### src/rtl/freq_meter.sv
// Measures the period (and, with FREQ_METER_DUTY_EN defined, the high time) of an
// asynchronous square wave in clk_in cycles; every rising edge ends one period and starts the next.
module freq_meter #(
   parameter int CNT_W       = 26,
   parameter int TIMEOUT     = 27000000,
   parameter int SYNC_STAGES = 2
) (
   input  logic             clk_in,
   input  logic             reset,
   input  logic             sig_in,
   input  logic             enable,
   output logic [CNT_W-1:0] period,
   output logic [CNT_W-1:0] high_time,
   output logic             valid,
   output logic             timeout,
   output logic             busy
);

   localparam logic [1:0] IDLE    = 2'd0;
   localparam logic [1:0] ARM     = 2'd1;
   localparam logic [1:0] MEASURE = 2'd2;

   localparam logic [CNT_W-1:0] TIMEOUT_C = CNT_W'(TIMEOUT);
   localparam logic [CNT_W-1:0] ONE_C     = CNT_W'(1);

   logic [SYNC_STAGES-1:0] r_sync;
   logic                   r_sPrev;
   logic [1:0]             r_state;
   logic [CNT_W-1:0]       r_cnt;
   logic [CNT_W-1:0]       r_period;
   logic                   r_valid;
   logic                   r_timeout;

   logic w_s;
   logic w_rise;
   logic w_atLimit;
   logic w_load;
   logic w_meas;
   logic w_clr;

   // Synchronizer chain plus one extra flop for edge detection.
   always_ff @(posedge clk_in or posedge reset) begin
      if (reset) begin
         r_sync  <= '0;
         r_sPrev <= 1'b0;
      end else begin
         r_sync  <= {r_sync[SYNC_STAGES-2:0], sig_in};
         r_sPrev <= r_sync[SYNC_STAGES-1];
      end
   end

   assign w_s       = r_sync[SYNC_STAGES-1];
   assign w_rise    = w_s & ~r_sPrev;
   assign w_atLimit = (r_cnt == TIMEOUT_C);

   // A rise wins over the limit, so a period of exactly TIMEOUT is a valid measurement.
   assign w_load = enable && ((r_state == ARM) || (r_state == MEASURE)) && w_rise;
   assign w_meas = enable && (r_state == MEASURE) && w_rise;
   assign w_clr  = !enable || (r_state == IDLE) || ((r_state == ARM) && !w_rise)
                 || ((r_state == MEASURE) && !w_rise && w_atLimit);

   always_ff @(posedge clk_in or posedge reset) begin
      if (reset) begin
         r_state   <= IDLE;
         r_cnt     <= '0;
         r_period  <= '0;
         r_valid   <= 1'b0;
         r_timeout <= 1'b0;
      end else begin
         r_valid <= w_meas;

         if (w_clr)
            r_cnt <= '0;
         else if (w_load)
            r_cnt <= ONE_C;
         else
            r_cnt <= r_cnt + ONE_C;

         if (w_meas) begin
            r_period  <= r_cnt;
            r_timeout <= 1'b0;
         end

         if (!enable) begin
            r_state   <= IDLE;
            r_timeout <= 1'b0;
         end else begin
            case (r_state)
               IDLE:    r_state <= ARM;
               ARM:     if (w_rise) r_state <= MEASURE;
               MEASURE: begin
                  if (!w_rise && w_atLimit) begin
                     r_timeout <= 1'b1;
                     r_state   <= ARM;
                  end
               end
               default: r_state <= IDLE;
            endcase
         end
      end
   end

`ifdef FREQ_METER_DUTY_EN
   logic [CNT_W-1:0] r_hcnt;
   logic [CNT_W-1:0] r_highTime;

   // High-time counter shares the load/clear timing of the period counter.
   always_ff @(posedge clk_in or posedge reset) begin
      if (reset) begin
         r_hcnt     <= '0;
         r_highTime <= '0;
      end else begin
         if (w_clr)
            r_hcnt <= '0;
         else if (w_load)
            r_hcnt <= ONE_C;
         else if (w_s)
            r_hcnt <= r_hcnt + ONE_C;

         if (w_meas)
            r_highTime <= r_hcnt;
      end
   end

   assign high_time = r_highTime;
`else
   assign high_time = '0;
`endif

   assign period  = r_period;
   assign valid   = r_valid;
   assign timeout = r_timeout;
   assign busy    = (r_state == MEASURE);

endmodule

### config.mk
export PLATFORM = sky130hd
export DESIGN_NAME = freq_meter
export DESIGN_NICKNAME = d
export VERILOG_FILES = /design/src/rtl/freq_meter.sv
export SDC_FILE = /design/constraint.sdc
export NUM_CORES = 1
export LEC_CHECK = 0
export ABC_AREA = 1
export CAP_MARGIN = 25
export CORE_MARGIN = 3
export CORE_UTILIZATION = 30
export CTS_CLUSTER_DIAMETER = 50
export DETAILED_ROUTE_END_ITERATION = 16
export PLACE_DENSITY = 0.49
export SYNTH_ARGS = -nofsm -noshare
export SYNTH_HDL_FRONTEND = slang
export SYNTH_SLANG_ARGS = --single-unit
### constraint.sdc
create_clock -name clk_in -period 3 [get_ports clk_in]
set_input_delay 0.6 -clock clk_in [delete_from_list [all_inputs] [get_ports clk_in]]
set_output_delay 0.6 -clock clk_in [all_outputs]
set_load 0.01 [all_outputs]
Word level (Yosys, flattened, before mapping)
Index checks and enable logic that the tools add are counted.
- logic and storage cells: 41
- input port bits: 4
- output and inout bits: 55
- register bits after elaboration: 59
- $add $sub $neg: 1
- multiplexer cells: 10
- bitwise logic cells: 2
- reduce and logical (&&, ||, !) cells: 16
- equal/unequal tests: 5
- operator list (operator ; number):
    26-bit 2-to-1 mux ; 2
    26-bit by 1-bit adder with 26-bit output, second input constant ; 1
    26-bit by 25-bit == test with 1-bit output, second input constant ; 1
    1-bit logical AND ; 8
    2-bit 2-to-1 mux ; 3
    2-bit case mux with 3 select lines ; 1
    1-bit logical OR ; 4
    1-bit 2-to-1 mux ; 4
    3-bit by 2-bit != test with 1-bit output, second input constant ; 1
    3-bit != test, second input constant ; 1
    2-bit by 1-bit == test with 1-bit output, second input constant ; 1
    2-bit == test, second input constant ; 1
    1-bit logical NOT ; 2
    2-bit logical NOT ; 1
    2-bit AND reduction ; 1
    1-bit AND ; 1
    1-bit NOT ; 1

Logic depth before layout (Yosys ltp)
- depth in word-level cells: 7
- mapped depth: 11
- gate-level depth less buffers: 11

Worst setup path after synthesis
No wires, ideal clock.
- path type: reg2reg
- from: reg r_state[0]
- to: reg r_period[12], in the netlist period[12]
- library setup time: 0.130 ns
- path buffers: 1
- slack: 1.461 ns
- data arrival time: 1.409 ns
- data required time: 2.870 ns
- stages on the path, launching flop included: 9
- clock period less this slack: 1.539 ns
- cells stage by stage: dfrtp_1 -> inv_1 -> ha_1 -> nand2_1 -> nor2_4 -> inv_2 -> buf_2 -> nand2_1 -> o21ai_0
- word-level cells in the longest chain between the ends: 3
- ends and longest elaborated chain (what ; RTL line ; source):
    start, declared ; 28 ; logic [1:0] r_state;
    start signal, assigned ; 64 ; r_state <= IDLE;
    start signal, assigned ; 85 ; r_state <= IDLE;
    start signal, assigned ; 89 ; IDLE: r_state <= ARM;
    2-bit == test ; - ;
    net busy ; 16 ; output logic busy
    1-bit logical AND (2 in series) ; 58 ; assign w_meas = enable && (r_state == MEASURE) && w_rise;
    net w_meas ; 38 ; logic w_meas;
    end signal, assigned ; 80 ; r_period <= r_cnt;
    end, declared ; 30 ; logic [CNT_W-1:0] r_period;
The timed path passes the listed nets, and every way through them passes these cells.
A chain may end at the register's enable or synchronous reset.

Final worst setup path
- from: reg r_state[0]
- to: out busy
- word-level cells in the longest chain between the ends: 1
- ends and longest elaborated chain (what ; RTL line ; source):
    2-bit == test ; 133 ; assign busy = (r_state == MEASURE);
    end, declared ; 16 ;
No other way between the ends.

==> impl_results.md <==
- Status: finished, final reports clean
- FMAX: 441.9 MHz
- CTS buffer count: 9
- I/O pin cnt: 59
- Post-route ant nets: 0
- Post-Route Setup TNS: 0 ns
- Crit Path Max Fanout: 5
- Max-cap viol count: 0
- GPL Wtd Cong: around 0.84
- Via count: about 2,400
- All-Layer GR Usage: 0.1307
- Post-synthesis cell count: 391
- Die width: between 100 and 150 um
- Setup CP Type: reg2out
- Area growth, synth to finish: 18.57%
- Final hold vios: 0
- Post-CTS Setup Repair Bufs: 0
- CTS tree: done
- Die ar.: ~12,000 um2
- VDD IR max: roughly 0.24 mV
- Vias in the first global route: ~2,400
- Clock sink count: 59
- Hold Worst Slack: 0.3592 ns
- Final HPWL DP: around 5200 um
- Commonest cells after routing, fill and taps aside: nand2_1, nor2_1, dfrtp_1
- # nets final: around 440
- Clk slew on worst S/H paths: roughly 0.07 ns
- Pleak: roughly 1.6 nW
- CTS max path bufs: 2
- Port Buffers: 32
- Relative slew margins: 0.5655
- Post-cts sizing count: 0
- Min Tclk post-route: ~2.3 ns
- Htree depth: 3
- Ant diodes: 0
- PD cells: between 400 and 500 nW/um2
- Post-Route Skew: around 0.0086 ns
- Root buffer cell: clkbuf_8
- Seq/Total Area, Yosys: 0.4651
- Initial antenna violation count: 0
- Cell area after synthesis: 3174 um2
- Worst setup SP type: register
- Effective utilization at floorplan: 0.3160
- Synth unique cells: 28
- Req. time, crit path: approximately 2.4 ns
- 1st-pass router iterations: 5
- Worst Max-Slew Pin Slew: about 0.65 ns
- Via/cell ratio: around 4.3
- Detailed Route WL: 7110 um
- Rows: 36
- HP Class: reg2reg
- Drc violations: 0
- Global route overflow: 0
- Commonest non-fill, non-tap cell in the layout: nand2_1
- Final Setup Violations: 0
- Syn avg cell area: about 8.1 um2
- Core area: about 10,000 um2
- Ys Warns: 0
- Share of cells above drive strength 1: 0.1106
- RSZ-0062 raised after global routing: false
- Hold Buf Count CTS: 0
- Clock latency on the worst-skew pair: roughly 0.35 ns
- First-pass GRT wire length: about 12,000 um
- Data arrival time of the critical path: approximately 1.7 ns
- Final period util: 0.7543
- Pins over their slew limit: 0
- Post-DR wirelength/cell: between 10 and 15 um
- Largest net degree at the start of global routing: 47
- Vert. Die Dim: between 100 and 150 um
- Yosys reg bits: around 60
- Drt first-iter violations: ~130
- Critical path capture point type: output port
==> critical path, stage by stage (launching register included) <==
cell and delay [ns]:
dfrtp_1 0.43, inv_1 0.10, ha_1 0.22, clkdlybuf4s50_1 0.56
==> final timing paths <==
path	startpoint	to	slack, ns	cells after the start
max	r_state[0]	busy	0.74	3
min	r_sync[0]	r_sync[1]	0.36	0
max reg2reg	r_cnt[0]	r_cnt[3]	1.13	9
min reg2reg	r_sync[0]	r_sync[1]	0.36	0
max in group asynchronous	reset	period[6]	1.92	3
min in group asynchronous	reset	r_cnt[22]	0.53	2
==> stage by stage <==
| step | total power [mW] | util | worst slack (ns) | std cells | cell area, um2 |
|---|---|---|---|---|---|
| CTS | 1.902 | 0.3747 | 0.7039 | 567 | 3764 |
| floorplan | 1.046 | - | 0.9437 | 416 | 3268 |
| global route | 1.964 | 0.3747 | 0.6506 | 567 | 3764 |
| global placement | 1.063 | 0.3521 | 0.7501 | 551 | 3537 |
| finish | 1.876 | 0.3747 | 0.7370 | 567 | 3764 |
| detailed placement | 1.066 | 0.3521 | 0.6699 | 551 | 3537 |
==> registers in the layout (all words and copies together) (netlist names) <==
name     flops
r_cnt       26
valid        1
r_state      2
r_sPrev      1
period      26
timeout      1
r_sync       2
==> routing by layer <==
metal  global-route usage  wire length (um)  vias to the layer above
li1                     -                 -                     1226
met1               0.1785              3491                     1117
met2               0.1987              3153                       61
met3              0.03612               356                       12
met4              0.04599               109                        0
met5                    0                 0                        -
==> cell families after synthesis <==
family                     Yosys count  share of synthesized area
AOI/OAI and AO/OA                   23                    0.03902
xor gates and xnor gates            16                    0.04415
adders and majority gates            6                    0.02365
buffers and inverters               65                     0.1163
DFF                                 59                     0.4651
other                                1                   0.001181
and+or+nand+nor                    221                     0.3106
==> synth_stat cells <==
| cell type | count | share of area |
|---|---|---|
| inv_1 | 31 | 0.037 |
| nor2_4 | 6 | 0.021 |
| nand4_1 | 2 | 0.0039 |
| a31oi_1 | 1 | 0.0020 |
| nor2_1 | 59 | 0.070 |
| nor3_4 | 1 | 0.0051 |
| a211oi_2 | 1 | 0.0039 |
| nand3b_1 | 2 | 0.0047 |
| nand2_1 | 113 | 0.13 |
| clkbuf_1 | 1 | 0.0012 |
| ha_1 | 6 | 0.024 |
| nand2_2 | 5 | 0.0099 |
| nor3_1 | 1 | 0.0016 |
| xor2_1 | 13 | 0.036 |
| inv_2 | 2 | 0.0024 |
| buf_4 | 26 | 0.061 |
| o21ai_0 | 20 | 0.032 |
| conb_1 | 1 | 0.0012 |
| nand3_1 | 18 | 0.028 |
| nor2_2 | 12 | 0.024 |
| buf_2 | 3 | 0.0047 |
| dfrtp_1 | 59 | 0.47 |
| a21oi_1 | 1 | 0.0016 |
| buf_6 | 1 | 0.0035 |
| nand3_4 | 1 | 0.0055 |
| nand3_2 | 1 | 0.0032 |
| xnor2_1 | 3 | 0.0083 |
| buf_12 | 1 | 0.0063 |
==> layout make-up <==
type,instances,area (um2)
clock inverters,6,88.84
clock buffers,10,137.6
multi-input cells,292,1423
well taps,133,166.4
inverters,33,123.9
fillers,1081,6281
repair buffers,34,347.8
flip-flops and latches,59,1476
==> power by group <==
group          total, mW  internal [mW]  switching (mW)
sequential         0.836          0.817          0.0191
clock              0.830          0.490           0.340
combinational      0.211         0.0646           0.146
No activity file was read; power rests on OpenSTA's default activity.
